===== src/rtl/tx_sched.sv =====
// Two-source round-robin frame scheduler in front of a byte framer, with flag-filled inter-frame gaps.
// Data path is combinational from the granted source (zero latency); flow follows the framer's fr_consumed pulse.
module tx_sched (
  input  logic       netclk,
  input  logic       reset,
  input  logic       sched_en,
  input  logic       idle_fill,
  input  logic [3:0] gap_flags,
  input  logic [1:0] src_req,
  input  logic [7:0] src_data0,
  input  logic [7:0] src_data1,
  input  logic [1:0] src_avail,
  input  logic [1:0] src_eop,
  output logic [1:0] src_take,
  output logic [7:0] fr_data,
  output logic       fr_avail,
  output logic       fr_eop,
  input  logic       fr_consumed,
  output logic       fr_flag_fill,
  output logic       grant,
  output logic       busy,
  output logic [7:0] frames0,
  output logic [7:0] frames1,
  output logic       proto_err
);

  typedef enum logic [1:0] {IDLE, FRAME, GAP, HOLD} state_t;

  state_t     state_q, state_d;
  logic       grant_q, grant_d;
  logic [6:0] gap_cnt_q, gap_cnt_d;
  logic       drop_q, drop_d;
  logic [7:0] frames0_q, frames0_d;
  logic [7:0] frames1_q, frames1_d;
  logic       proto_err_q, proto_err_d;

  logic [7:0] g_data;
  logic       g_avail;
  logic       g_eop;
  logic       to_hold;

  always_comb begin
    g_data  = grant_q ? src_data1 : src_data0;
    g_avail = src_avail[grant_q];
    g_eop   = src_eop[grant_q];
    // an enable drop seen at any point of the frame or gap diverts the exit to HOLD
    to_hold = drop_q | ~sched_en;
  end

  always_comb begin
    state_d      = state_q;
    grant_d      = grant_q;
    gap_cnt_d    = gap_cnt_q;
    drop_d       = drop_q;
    frames0_d    = frames0_q;
    frames1_d    = frames1_q;
    proto_err_d  = proto_err_q;
    src_take     = 2'b00;
    fr_data      = 8'h00;
    fr_avail     = 1'b0;
    fr_eop       = 1'b0;
    fr_flag_fill = idle_fill;

    unique case (state_q)
      IDLE: begin
        if (fr_consumed) proto_err_d = 1'b1;
        if (sched_en && (src_req != 2'b00)) begin
          state_d = FRAME;
          grant_d = (src_req == 2'b11) ? ~grant_q : src_req[1];
          drop_d  = 1'b0;
        end
      end
      FRAME: begin
        fr_flag_fill = 1'b0;
        fr_data      = g_data;
        fr_eop       = g_eop;
        fr_avail     = g_avail | g_eop;
        if (!sched_en) drop_d = 1'b1;
        if (fr_consumed && !(g_avail | g_eop)) proto_err_d = 1'b1;
        if (fr_consumed && g_avail && !g_eop) src_take = grant_q ? 2'b10 : 2'b01;
        if (fr_consumed && g_eop) begin
          if (grant_q) frames1_d = frames1_q + 8'd1;
          else         frames0_d = frames0_q + 8'd1;
          gap_cnt_d = {gap_flags, 3'b000};
          if (gap_flags == 4'd0) begin
            state_d = to_hold ? HOLD : IDLE;
            drop_d  = 1'b0;
          end else begin
            state_d = GAP;
          end
        end
      end
      GAP: begin
        fr_flag_fill = 1'b1;
        if (fr_consumed) proto_err_d = 1'b1;
        if (!sched_en) drop_d = 1'b1;
        gap_cnt_d = gap_cnt_q - 7'd1;
        if (gap_cnt_q == 7'd1) begin
          state_d = to_hold ? HOLD : IDLE;
          drop_d  = 1'b0;
        end
      end
      HOLD: begin
        if (fr_consumed) proto_err_d = 1'b1;
        if (sched_en) state_d = IDLE;
      end
      default: state_d = IDLE;
    endcase
  end

  always_ff @(posedge netclk or negedge reset) begin
    if (!reset) begin
      state_q     <= IDLE;
      grant_q     <= 1'b1;
      gap_cnt_q   <= 7'd0;
      drop_q      <= 1'b0;
      frames0_q   <= 8'd0;
      frames1_q   <= 8'd0;
      proto_err_q <= 1'b0;
    end else begin
      state_q     <= state_d;
      grant_q     <= grant_d;
      gap_cnt_q   <= gap_cnt_d;
      drop_q      <= drop_d;
      frames0_q   <= frames0_d;
      frames1_q   <= frames1_d;
      proto_err_q <= proto_err_d;
    end
  end

  assign grant     = grant_q;
  assign busy      = (state_q == FRAME) || (state_q == GAP);
  assign frames0   = frames0_q;
  assign frames1   = frames1_q;
  assign proto_err = proto_err_q;

endmodule


===== config.mk =====
export PLATFORM = sky130hd
export DESIGN_NAME = tx_sched
export DESIGN_NICKNAME = d
export VERILOG_FILES = /design/src/rtl/tx_sched.sv
export SDC_FILE = /design/constraint.sdc
export NUM_CORES = 1
export LEC_CHECK = 0
export CORE_ASPECT_RATIO = 1.5
export CORE_MARGIN = 3
export CORE_UTILIZATION = 38
export CTS_CLUSTER_SIZE = 24
export DETAILED_ROUTE_END_ITERATION = 10
export PLACE_DENSITY_LB_ADDON = 0.05
export SETUP_SLACK_MARGIN = 0.15
export SYNTH_ARGS = -nofsm -noshare
export SYNTH_HDL_FRONTEND = slang
export SYNTH_SLANG_ARGS = --single-unit

===== constraint.sdc =====
create_clock -name netclk -period 5.7 [get_ports netclk]
set_clock_uncertainty 0.1 [all_clocks]
set_input_delay 0.855 -clock netclk [delete_from_list [all_inputs] [get_ports netclk]]
set_output_delay 0.855 -clock netclk [all_outputs]
set_load 0.01 [all_outputs]

==> results.md <==
Setup path:
- The largest fanout of any net on the critical path is 9.
- STA puts the critical path data arrival time at 2.48 ns.
- The worst setup path is launched from a primary input.
- STA classifies the critical path endpoint as an output pin.
- At the worst endpoint, the required time is 4.74 ns.
- The classification of the worst setup path is primary input to output pin.

Clock network:
- Counting every sink on the clock net gives 28.
- The post-CTS setup buffer count is 0.
- The latest clock arrival within the worst-skew pair is 0.27 ns.
- The hold buffer count at CTS is 0.
- Buffers inserted during clock tree synthesis total 3.
- The CTS tree is built.
- The maximum clock insertion buffer count is 2.
- The number of levels in the clock H-tree is 1.
- The tree is rooted in a sky130_fd_sc_hd__clkbuf_8.
- The post-cts resize count is 0.
- After clock tree synthesis, the clock-pin slew on the worst setup and hold paths is 0.09 ns.

Layout:
- The fraction of final layout cells sized beyond drive strength 1 is 5.06%.
- Leaving out fill and tap cells, the most frequent cells in the layout are sky130_fd_sc_hd__clkdlybuf4s50_1, sky130_fd_sc_hd__dfrtp_1, sky130_fd_sc_hd__nand2_1.
- The area taken by flip-flops and latches is 702 um2.
- The total inserted antenna cells is 0.
- Fill cells in the final layout number 399.
- Leaving out fill and tap cells, the most frequent cell in the layout is sky130_fd_sc_hd__clkdlybuf4s50_1.
- From synthesis to final layout, the design area changed by 40.5%.
- The area of the multi-input gates is 956 um2.
- For this run, the share of the core covered by cells in the final layout is 56.7%.
- The final layout contains 278 nets.

Power and ir drop:
- The analysis attributes to cell leakage a power of 0.00104 uW.
- The design draws 1100 uW.
- In this run the power density over the cells is 449 nW/um2.
- The worst-case IR drop observed on VDD is 0.244 mV.

STA:
- The worst slew slack as a fraction of its limit is 65.9%.
- Across all hold checks on the routed design, the worst slack comes to 0.374 ns.
- The count of pins over their slew limit is 0.
- For the pin with the worst max-slew slack, the measured transition is 0.507 ns.
- The number of failing hold endpoints at the final stage is 0.
- Setup violations remaining at the end of the flow were counted as 0.
- The clock period could shrink to 3.44 ns.
- The post-route fraction of the period consumed by the critical path is 60.3%.
- After routing, the total negative slack on setup checks comes to 0 ns.
- Setup repair after global routing left no endpoint under its margin.
- Static timing analysis puts the maximum clock frequency at 0.291 GHz.

Route:
- The number of violations reported at the end of detailed-routing iteration 0 is 40.
- The average detailed-routed wire length per instance is 15.3 um.
- The length of routed met3 wiring is 214 um.
- Using the TritonRoute via totals, the vias-per-cell ratio works out to 5.49.
- The residual antenna-violating net count after detailed routing is 0.
- Before antenna repair, the detailed router went through 4 iterations.
- The number of design rule violations left after detail routing is 0.
- The wire length on met2 is 2.35 mm.
- Summing over every cut layer, the via total after detailed routing is 1555.
- The detailed router put a total of 1.75 mm of wire on met1.
- The top layer reached by signal wires is met4.
- After detailed routing, the total wire length is 4.34 mm.

Logic synthesis:
- The post-synthesis instance area is 1740 um2.
- The average instance area after synthesis is 9.74 um2.
- The total nets after synthesis is 219.
- By area the synthesized netlist is led by sky130_fd_sc_hd__dfrtp_1, sky130_fd_sc_hd__mux2i_1, sky130_fd_sc_hd__ha_1.
- Of all flip-flops after synthesis, the portion carrying an async set or reset was 100%.
- The total of warnings raised by yosys is 0.
- Synthesis produced 179 cells.
- The count of state elements after synthesis is 28.
- Yosys mapped a number of flops with a built-in enable equal to 0.
- The biggest area consumer among synthesized cells is sky130_fd_sc_hd__dfrtp_1.
- Sequential cells were found to cover 40.3% of the synthesized design area.
- The area share of the largest cell type after synthesis is 38.8%.
- The count of different cell masters after synthesis is 46.
- For this run, the leading register cell type out of synthesis is sky130_fd_sc_hd__dfrtp_1.

Floorplanning:
- The floorplan step defined a core boundary enclosing 4320 um2.
- In this run the horizontal extent of the chip is 61.3 um.
- In this run the count of I/O pins placed on the die edge is 63.
- After floorplanning, the core was divided into 29 placement rows.
- The die covers 5450 um2.
- The floorplan die height is 88.9 um.
- The initial utilization of the core area, before any placement, comes to 40.4%.

Global route:
- The first global-routing pass estimated 6.99 mm of wire.
- Entering global routing, the biggest net connects 29 pins.
- The via count of the first global-routing pass came to 1535.
- Global routing consumed, over all layers together, 16.7% of the routing resources.
- The aggregate global routing overflow is 0.
- The initial antenna violation count is 0.

Place:
- Input and output buffers added on the ports amount to 62.
- The total half-perimeter wirelength after legalization and detailed placement is 3.42 mm.
- The congestion estimate from routability-driven global placement came to 0.802.

Run status:
- The flow ran to the end, and the final reports show no timing, DRC or antenna violations.

Min path:
- The tightest min-delay check is of the flop to flop type.

Job:
- The reported max-cap violation count is 0.
[worst max-delay path, stage by stage]
cell and delay, ns:
sky130_fd_sc_hd__clkdlybuf4s50_1 0.65, sky130_fd_sc_hd__nand2_1 0.09, sky130_fd_sc_hd__nor4b_1 0.29, sky130_fd_sc_hd__clkdlybuf4s50_1 0.59
[worst paths after layout]
kind	depth (start not counted)	end	startpoint	slack, ns
worst min register to register	1	frames1[7]	frames1[7]	0.37
worst min-delay path	1	frames1[7]	frames1[7]	0.37
worst max register to register	4	gap_cnt_q[3]	grant	3.49
max in group asynchronous	2	grant	reset	4.33
worst max-delay path	4	src_take[0]	fr_consumed	2.26
min in group asynchronous	2	frames0[7]	reset	0.86
[layout make-up]
class | count | share of cell area, %
sequential | 28 | 28.7
inverter | 9 | 1.38
multi-input combinational | 133 | 39.0
clock inverter | 1 | 1.23
clock buffer | 3 | 1.69
tap | 46 | 2.35
timing repair buffer | 63 | 25.7
[sequential cells by signal (all words and copies together) (netlist names)]
| signal | cells |
|---|---|
| gap_cnt_q | 7 |
| frames0 | 8 |
| grant | 1 |
| state_q | 2 |
| drop_q | 1 |
| proto_err | 1 |
| frames1 | 8 |
[metrics by stage]
step | cells | worst slack, ns | instance area [um2]
after floorplan | 179 | 3.22 | 1740
after global placement | 279 | 2.32 | 2380
after detailed placement | 279 | 2.28 | 2380
after CTS | 283 | 2.28 | 2450
after global routing | 283 | 2.12 | 2450
final | 283 | 2.26 | 2450
[synth_stat cells, types with 3 or more instances]
cell type / n
sky130_fd_sc_hd__dfrtp_1: 27
sky130_fd_sc_hd__nand2_1: 16
sky130_fd_sc_hd__nor2_1: 15
sky130_fd_sc_hd__mux2i_1: 13
sky130_fd_sc_hd__xnor2_1: 12
sky130_fd_sc_hd__ha_1: 9
sky130_fd_sc_hd__inv_1: 9
sky130_fd_sc_hd__nand4_1: 6
sky130_fd_sc_hd__clkbuf_1: 5
sky130_fd_sc_hd__nand3_1: 5
sky130_fd_sc_hd__o21ai_0: 5
sky130_fd_sc_hd__and3_1: 4
sky130_fd_sc_hd__a21oi_1: 3
sky130_fd_sc_hd__a31oi_1: 3
sky130_fd_sc_hd__mux2_2: 3
sky130_fd_sc_hd__nor2b_1: 3
sky130_fd_sc_hd__nor4b_1: 3
[metal layers]
metal | track usage [%] | up-vias
met5 | 0 | -
met4 | 5.33 | 0
met3 | 1.88 | 4
met2 | 29.5 | 47
met1 | 20.6 | 753
li1 | - | 751
[report_power, final]
| group | internal, uW | switching, uW |
|---|---|---|
| sequential | 258 | 85.6 |
| combinational | 309 | 291 |
| clock | 93.9 | 60.9 |
[logic make-up (layout without fill, tap and decap cells)]
| logic type | count (synthesis) | in the layout | share of synthesized area [%] |
|---|---|---|---|
| AND/OR/NAND/NOR | 67 | 67 | 20.7 |
| flip-flops | 28 | 28 | 40.3 |
| adder cells (fa/ha/maj) | 9 | 9 | 6.46 |
| buffers and inverters | 18 | 76 | 4.88 |
| multiplexers | 17 | 17 | 10.3 |
| AO/OA/AOI/OAI | 26 | 26 | 10.4 |
| XOR/XNOR | 14 | 14 | 7.04 |
No activity file was read; power rests on OpenSTA's default activity.
